$ cat src/rtl/im_loader_pkg.sv
// Shared types and sizing constants for the instruction-memory boot loader.
package im_pkg;
  localparam int IM_NMEM = 128;
  localparam int IM_AW   = 7;

  typedef enum logic [1:0] {IDLE, LOAD, FLUSH, RUN} ld_state_t;

  typedef logic [31:0] inst_t;
endpackage

$ cat src/rtl/im_loader_wr_stage.sv
// Registered beat-to-write stage: turns an accepted stream beat into a one-cycle
// memory write. Optional running checksum under IM_LOADER_CHECKSUM_EN.
module im_wr_stage #(
  parameter int AW = 7,
  parameter int DW = 32
) (
  input  logic          clk,
  input  logic          rst,
  input  logic          acc,
  input  logic [AW-1:0] acc_idx,
  input  logic [DW-1:0] acc_data,
`ifdef IM_LOADER_CHECKSUM_EN
  input  logic          csum_clr,
  output logic [DW-1:0] csum,
`endif
  output logic          wr_en,
  output logic [AW-1:0] wr_add,
  output logic [DW-1:0] wr_data
);
  logic          wr_en_reg;
  logic [AW-1:0] wr_add_reg;
  logic [DW-1:0] wr_data_reg;

  // Address and data hold their last values between beats; only the strobe pulses.
  always_ff @(posedge clk or negedge rst) begin
    if (!rst) begin
      wr_en_reg   <= 1'b0;
      wr_add_reg  <= '0;
      wr_data_reg <= '0;
    end else begin
      wr_en_reg <= acc;
      if (acc) begin
        wr_add_reg  <= acc_idx;
        wr_data_reg <= acc_data;
      end
    end
  end

  assign wr_en   = wr_en_reg;
  assign wr_add  = wr_add_reg;
  assign wr_data = wr_data_reg;

`ifdef IM_LOADER_CHECKSUM_EN
  logic [DW-1:0] csum_reg;

  // Accumulates on the write cycle, so the final word is included by ld_done.
  always_ff @(posedge clk or negedge rst) begin
    if (!rst) begin
      csum_reg <= '0;
    end else if (csum_clr) begin
      csum_reg <= '0;
    end else if (wr_en_reg) begin
      csum_reg <= csum_reg + wr_data_reg;
    end
  end

  assign csum = csum_reg;
`endif
endmodule

$ cat src/rtl/im_loader.sv
// Boot-time instruction-memory loader: streams ld_len words into slots 0..ld_len-1
// and holds fetch stalled until done. Define IM_LOADER_CHECKSUM_EN to add ld_csum.
module im_loader
  import im_pkg::*;
#(
  parameter int NMEM = IM_NMEM,
  parameter int AW   = IM_AW,
  parameter int DW   = 32
) (
  input  logic          clk,
  input  logic          rst,
  input  logic          ld_start,
  input  logic [AW:0]   ld_len,
  input  logic          s_valid,
  input  logic [DW-1:0] s_data,
  output logic          s_ready,
  output logic [31:0]   im_add,
  output logic [DW-1:0] im_data,
  output logic          im_en,
  output logic          im_rd_wr,
  output logic          core_stall,
  output logic          core_run,
  output logic          ld_busy,
  output logic          ld_done,
`ifdef IM_LOADER_CHECKSUM_EN
  output logic [DW-1:0] ld_csum,
`endif
  output logic          ld_err
);
  localparam logic [AW:0] NMEM_L = (AW+1)'(NMEM);
  localparam logic [AW:0] ONE    = (AW+1)'(1);

  ld_state_t   state_reg, state_next;
  logic [AW:0] len_reg, len_next;
  logic [AW:0] cnt_reg, cnt_next;
  logic        err_reg, err_next;
  logic        done_reg, done_next;
  logic        start_ok;
  logic        accept;
  logic        len_legal;
  logic [AW-1:0] wr_add;

  assign len_legal = (ld_len != '0) && (ld_len <= NMEM_L);
  assign accept    = s_valid && (state_reg == LOAD);

  always_ff @(posedge clk or negedge rst) begin
    if (!rst) begin
      state_reg <= IDLE;
      len_reg   <= '0;
      cnt_reg   <= '0;
      err_reg   <= 1'b0;
      done_reg  <= 1'b0;
    end else begin
      state_reg <= state_next;
      len_reg   <= len_next;
      cnt_reg   <= cnt_next;
      err_reg   <= err_next;
      done_reg  <= done_next;
    end
  end

  // cnt_reg counts accepted beats; the write stage replays it one cycle later as im_add.
  always_comb begin
    state_next = state_reg;
    len_next   = len_reg;
    cnt_next   = cnt_reg;
    err_next   = err_reg;
    done_next  = 1'b0;
    start_ok   = 1'b0;
    case (state_reg)
      IDLE, RUN: begin
        if (ld_start) begin
          if (len_legal) begin
            state_next = LOAD;
            len_next   = ld_len;
            cnt_next   = '0;
            err_next   = 1'b0;
            start_ok   = 1'b1;
          end else begin
            err_next = 1'b1;
          end
        end
      end
      LOAD: begin
        if (accept) begin
          cnt_next = cnt_reg + ONE;
          if (cnt_reg + ONE == len_reg) state_next = FLUSH;
        end
      end
      FLUSH: begin
        state_next = RUN;
        done_next  = 1'b1;
      end
      default: state_next = IDLE;
    endcase
  end

  im_wr_stage #(.AW(AW), .DW(DW)) u_wr (
    .clk      (clk),
    .rst      (rst),
    .acc      (accept),
    .acc_idx  (cnt_reg[AW-1:0]),
    .acc_data (s_data),
`ifdef IM_LOADER_CHECKSUM_EN
    .csum_clr (start_ok),
    .csum     (ld_csum),
`endif
    .wr_en    (im_rd_wr),
    .wr_add   (wr_add),
    .wr_data  (im_data)
  );

  assign im_add     = {{(32-AW){1'b0}}, wr_add};
  assign s_ready    = (state_reg == LOAD);
  assign ld_busy    = (state_reg == LOAD) || (state_reg == FLUSH);
  assign im_en      = ld_busy;
  assign core_run   = (state_reg == RUN);
  assign core_stall = !core_run;
  assign ld_done    = done_reg;
  assign ld_err     = err_reg;

`ifndef IM_LOADER_CHECKSUM_EN
  logic unused_start_ok;
  assign unused_start_ok = start_ok;
`endif
endmodule

$ cat config.mk
export PLATFORM = sky130hd
export DESIGN_NAME = im_loader
export DESIGN_NICKNAME = d
export VERILOG_FILES = /design/src/rtl/im_loader_pkg.sv /design/src/rtl/im_loader_wr_stage.sv /design/src/rtl/im_loader.sv
export SDC_FILE = /design/constraint.sdc
export NUM_CORES = 1
export LEC_CHECK = 0
export ABC_AREA = 1
export BUFFER_PORTS_ARGS = -buffer_cell sky130_fd_sc_hd__buf_4
export CORE_MARGIN = 4
export CORE_UTILIZATION = 35
export CTS_CLUSTER_SIZE = 40
export DETAILED_ROUTE_END_ITERATION = 6
export HOLD_SLACK_MARGIN = 0.06
export PLACE_DENSITY = 0.64
export SLEW_MARGIN = 10
export SYNTH_ARGS = -nofsm -noshare
export SYNTH_HDL_FRONTEND = slang
export SYNTH_SLANG_ARGS = --single-unit
$ cat constraint.sdc
create_clock -name clk -period 4.4 [get_ports clk]
set_input_delay 0.44 -clock clk [delete_from_list [all_inputs] [get_ports clk]]
set_output_delay 0.44 -clock clk [all_outputs]
set_load 0.1 [all_outputs]
==> impl_metrics.toml <==
[sta]
fin_ws_ns = 1.826
fin_setup_tns_ns = 0
fin_crit_sh = 0.5850
maxSlewHeadroom = 0.3917
rsz0062_at_grt = "false"
drv_slew = 0
hold_viol = 0
worst_pin_slew_ns = 0.9069
skew_ns = 0.006953
setup_viol = 0
fmax_ghz = 0.3885
finalCriticalPeriod_ns = 2.574

[grt]
grt_max_degree = 61
grt_util_all_layers = 0.1374
overflow = 0
grt_pass1_wl_um = 10960
grt_pass1_vias = 2317
antenna_found_initial = 0

[place]
post-place-ws_ns = 1.815
globalplace.congestion = 0.8211
placed_cells = 541
hpwlAfterDp_um = 4858
io_buffers = 90

[clock_tree]
ctsHoldBuffers = 0
cts-buffers-inserted = 9
htree_levels = 3
clock_latency_ns = 0.33
cts_root_buffer = "clkbuf_8"
cts_sinks = 60
tritoncts = "yes"
postCtsSetupBuffers = 0
cts.path.max_buffers = 2
cts_resized = 0
clkSlewWorstSetupHoldPaths_ns = 0.07

[routing]
viasPerCell = 4.366
drt_first_pass_iters = 4
drc = 0
ant_nets = 0
vias = 2432
drtIter0Drc = 93
routedWlPerCell_um = 11.89
wirelength_um = 6623

[critical_path]
crit_type = "reg2reg"
crit_fanout = 47
critPathArrivalTime_ns = 2.79
end_kind = "flip-flop"
r2r_cells = 6
worst-endpoint-required_ns = 4.62
cp-start-kind = "flip-flop"

[status]
outcome = "finished clean"

[floorplanning]
io_pins = 116
die_h_um = 99.17
start_util = 0.3688
rows = 32
die-area_mm2 = 0.009834
chipWidth_um = 99.17
core_area_mm2 = 0.007888

[synthesis]
netlist_instances = 359
synth_cell_type_count = 24
synthTopCellsByArea = "dfrtp_1 52%, nand2_1 21%, buf_4 6.7%"
syn_area_mm2 = 0.002909
synth_top_area_frac = 0.5161
yosysWarnings = 0
synth-seq-cells = 60
synth_largest_area_cell = "dfrtp_1"
avgSynthCellArea_um2 = 8.103
ys_seq_area_frac = 0.5161

[finish]
instances_no_fill = 557
drive_gt1_frac = 0.2813
num-nets-final = 499
fillCellCount = 798
antenna_cells = 0
layout-area-overhead-vs-synth_pct = 29.81
largest_reg_flops = 32

[hold_path]
min-delay-path-class = "in2async"

[flow_run]
max_cap_viol_count = 0
[metal layers]
metal	vias up	wire (um)	global-route usage
met4	0	43	0.03151
met5	-	0	0
met1	1102	2925	0.1750
li1	1239	-	-
met3	5	589	0.05540
met2	86	3065	0.2200
[logic make-up (layout without fill, tap and decap cells)]
kind of cell / after synthesis / in the layout / synth area share
xor+xnor: 2 / 2 / 0.006023
other cells: 1 / 25 / 0.001289
simple gates: 212 / 212 / 0.3054
compound gates: 16 / 16 / 0.02882
mux: 2 / 2 / 0.007741
buf+inv: 61 / 133 / 0.1131
flops: 60 / 60 / 0.5161
fa+ha+maj: 5 / 5 / 0.02151
[layout make-up]
| cell class | count | area [um2] | share of cell area |
|---|---|---|---|
| clock buffer | 9 | 123.9 | 0.03280 |
| tap | 102 | 127.6 | 0.03380 |
| timing repair buffer | 91 | 683.2 | 0.1809 |
| sequential | 60 | 1501 | 0.3976 |
| inverter | 26 | 97.59 | 0.02584 |
| multi-input combinational | 262 | 1169 | 0.3095 |
| clock inverter | 7 | 73.82 | 0.01955 |
[worst max-delay path: stages (launching register included)]
cell,delay (ns)
dfrtp_1,0.44
ha_1,0.31
nand2_1,0.09
buf_4,0.40
clkinv_1,0.86
nand2_1,0.27
nand2_1,0.07
[stage by stage]
| step | instance area [um2] | hold slack (ns) | util |
|---|---|---|---|
| finish | 3776 | 0.1613 | 0.4787 |
| global route | 3776 | 0.2201 | 0.4787 |
| CTS | 3776 | 0.1949 | 0.4787 |
| detailed placement | 3578 | 0.4669 | 0.4537 |
| global placement | 3578 | 0.4648 | 0.4537 |
| floorplan | 2999 | 0.1444 | - |
[cell usage in the layout (no fill, tap or decap), types with 2 or more instances in the layout]
cell type / instances
inv_1: 22
clkbuf_8: 9
nor2_2: 4
o21ai_1: 2
buf_4: 91
dfrtp_1: 60
nor2_4: 4
nand2_1: 166
o21ai_0: 12
nand3_1: 23
nor2_1: 7
inv_2: 3
inv_6: 2
clkinv_2: 2
mux2_2: 2
nand2_2: 6
conb_1: 25
ha_1: 5
[worst paths after layout]
| kind | startpoint | end | slack [ns] |
|---|---|---|---|
| min in group clk | s_data[21] | u_wr.wr_data[21] | 0.30 |
| worst min register to register | u_wr.wr_data[29] | u_wr.wr_data[29] | 0.48 |
| worst max register to register | state_reg[0] | u_wr.wr_data[7] | 1.83 |
| max in group asynchronous | rst | cnt_reg[3] | 3.71 |
| worst min-delay path | rst | state_reg[1] | 0.16 |
| worst max-delay path | state_reg[0] | u_wr.wr_data[7] | 1.83 |
[synthesized netlist by cell type]
master    count
clkbuf_1      7
mux2_2        2
nand2_2       6
nor2_4        4
o21ai_0      12
buf_4        26
nand2_1     166
o21ai_2       1
nand3_2       1
xnor2_1       1
buf_2         2
dfrtp_1      60
conb_1        1
a21oi_1       1
nand3_1      23
o21ai_1       2
xor2_1        1
inv_1        22
ha_1          5
clkinv_1      1
nand4_1       1
inv_2         3
nor2_1        7
nor2_2        4
Power is left out: the tool's default activity adds up to more than one toggle a clock period on the data nets, which glitch-free logic cannot reach.
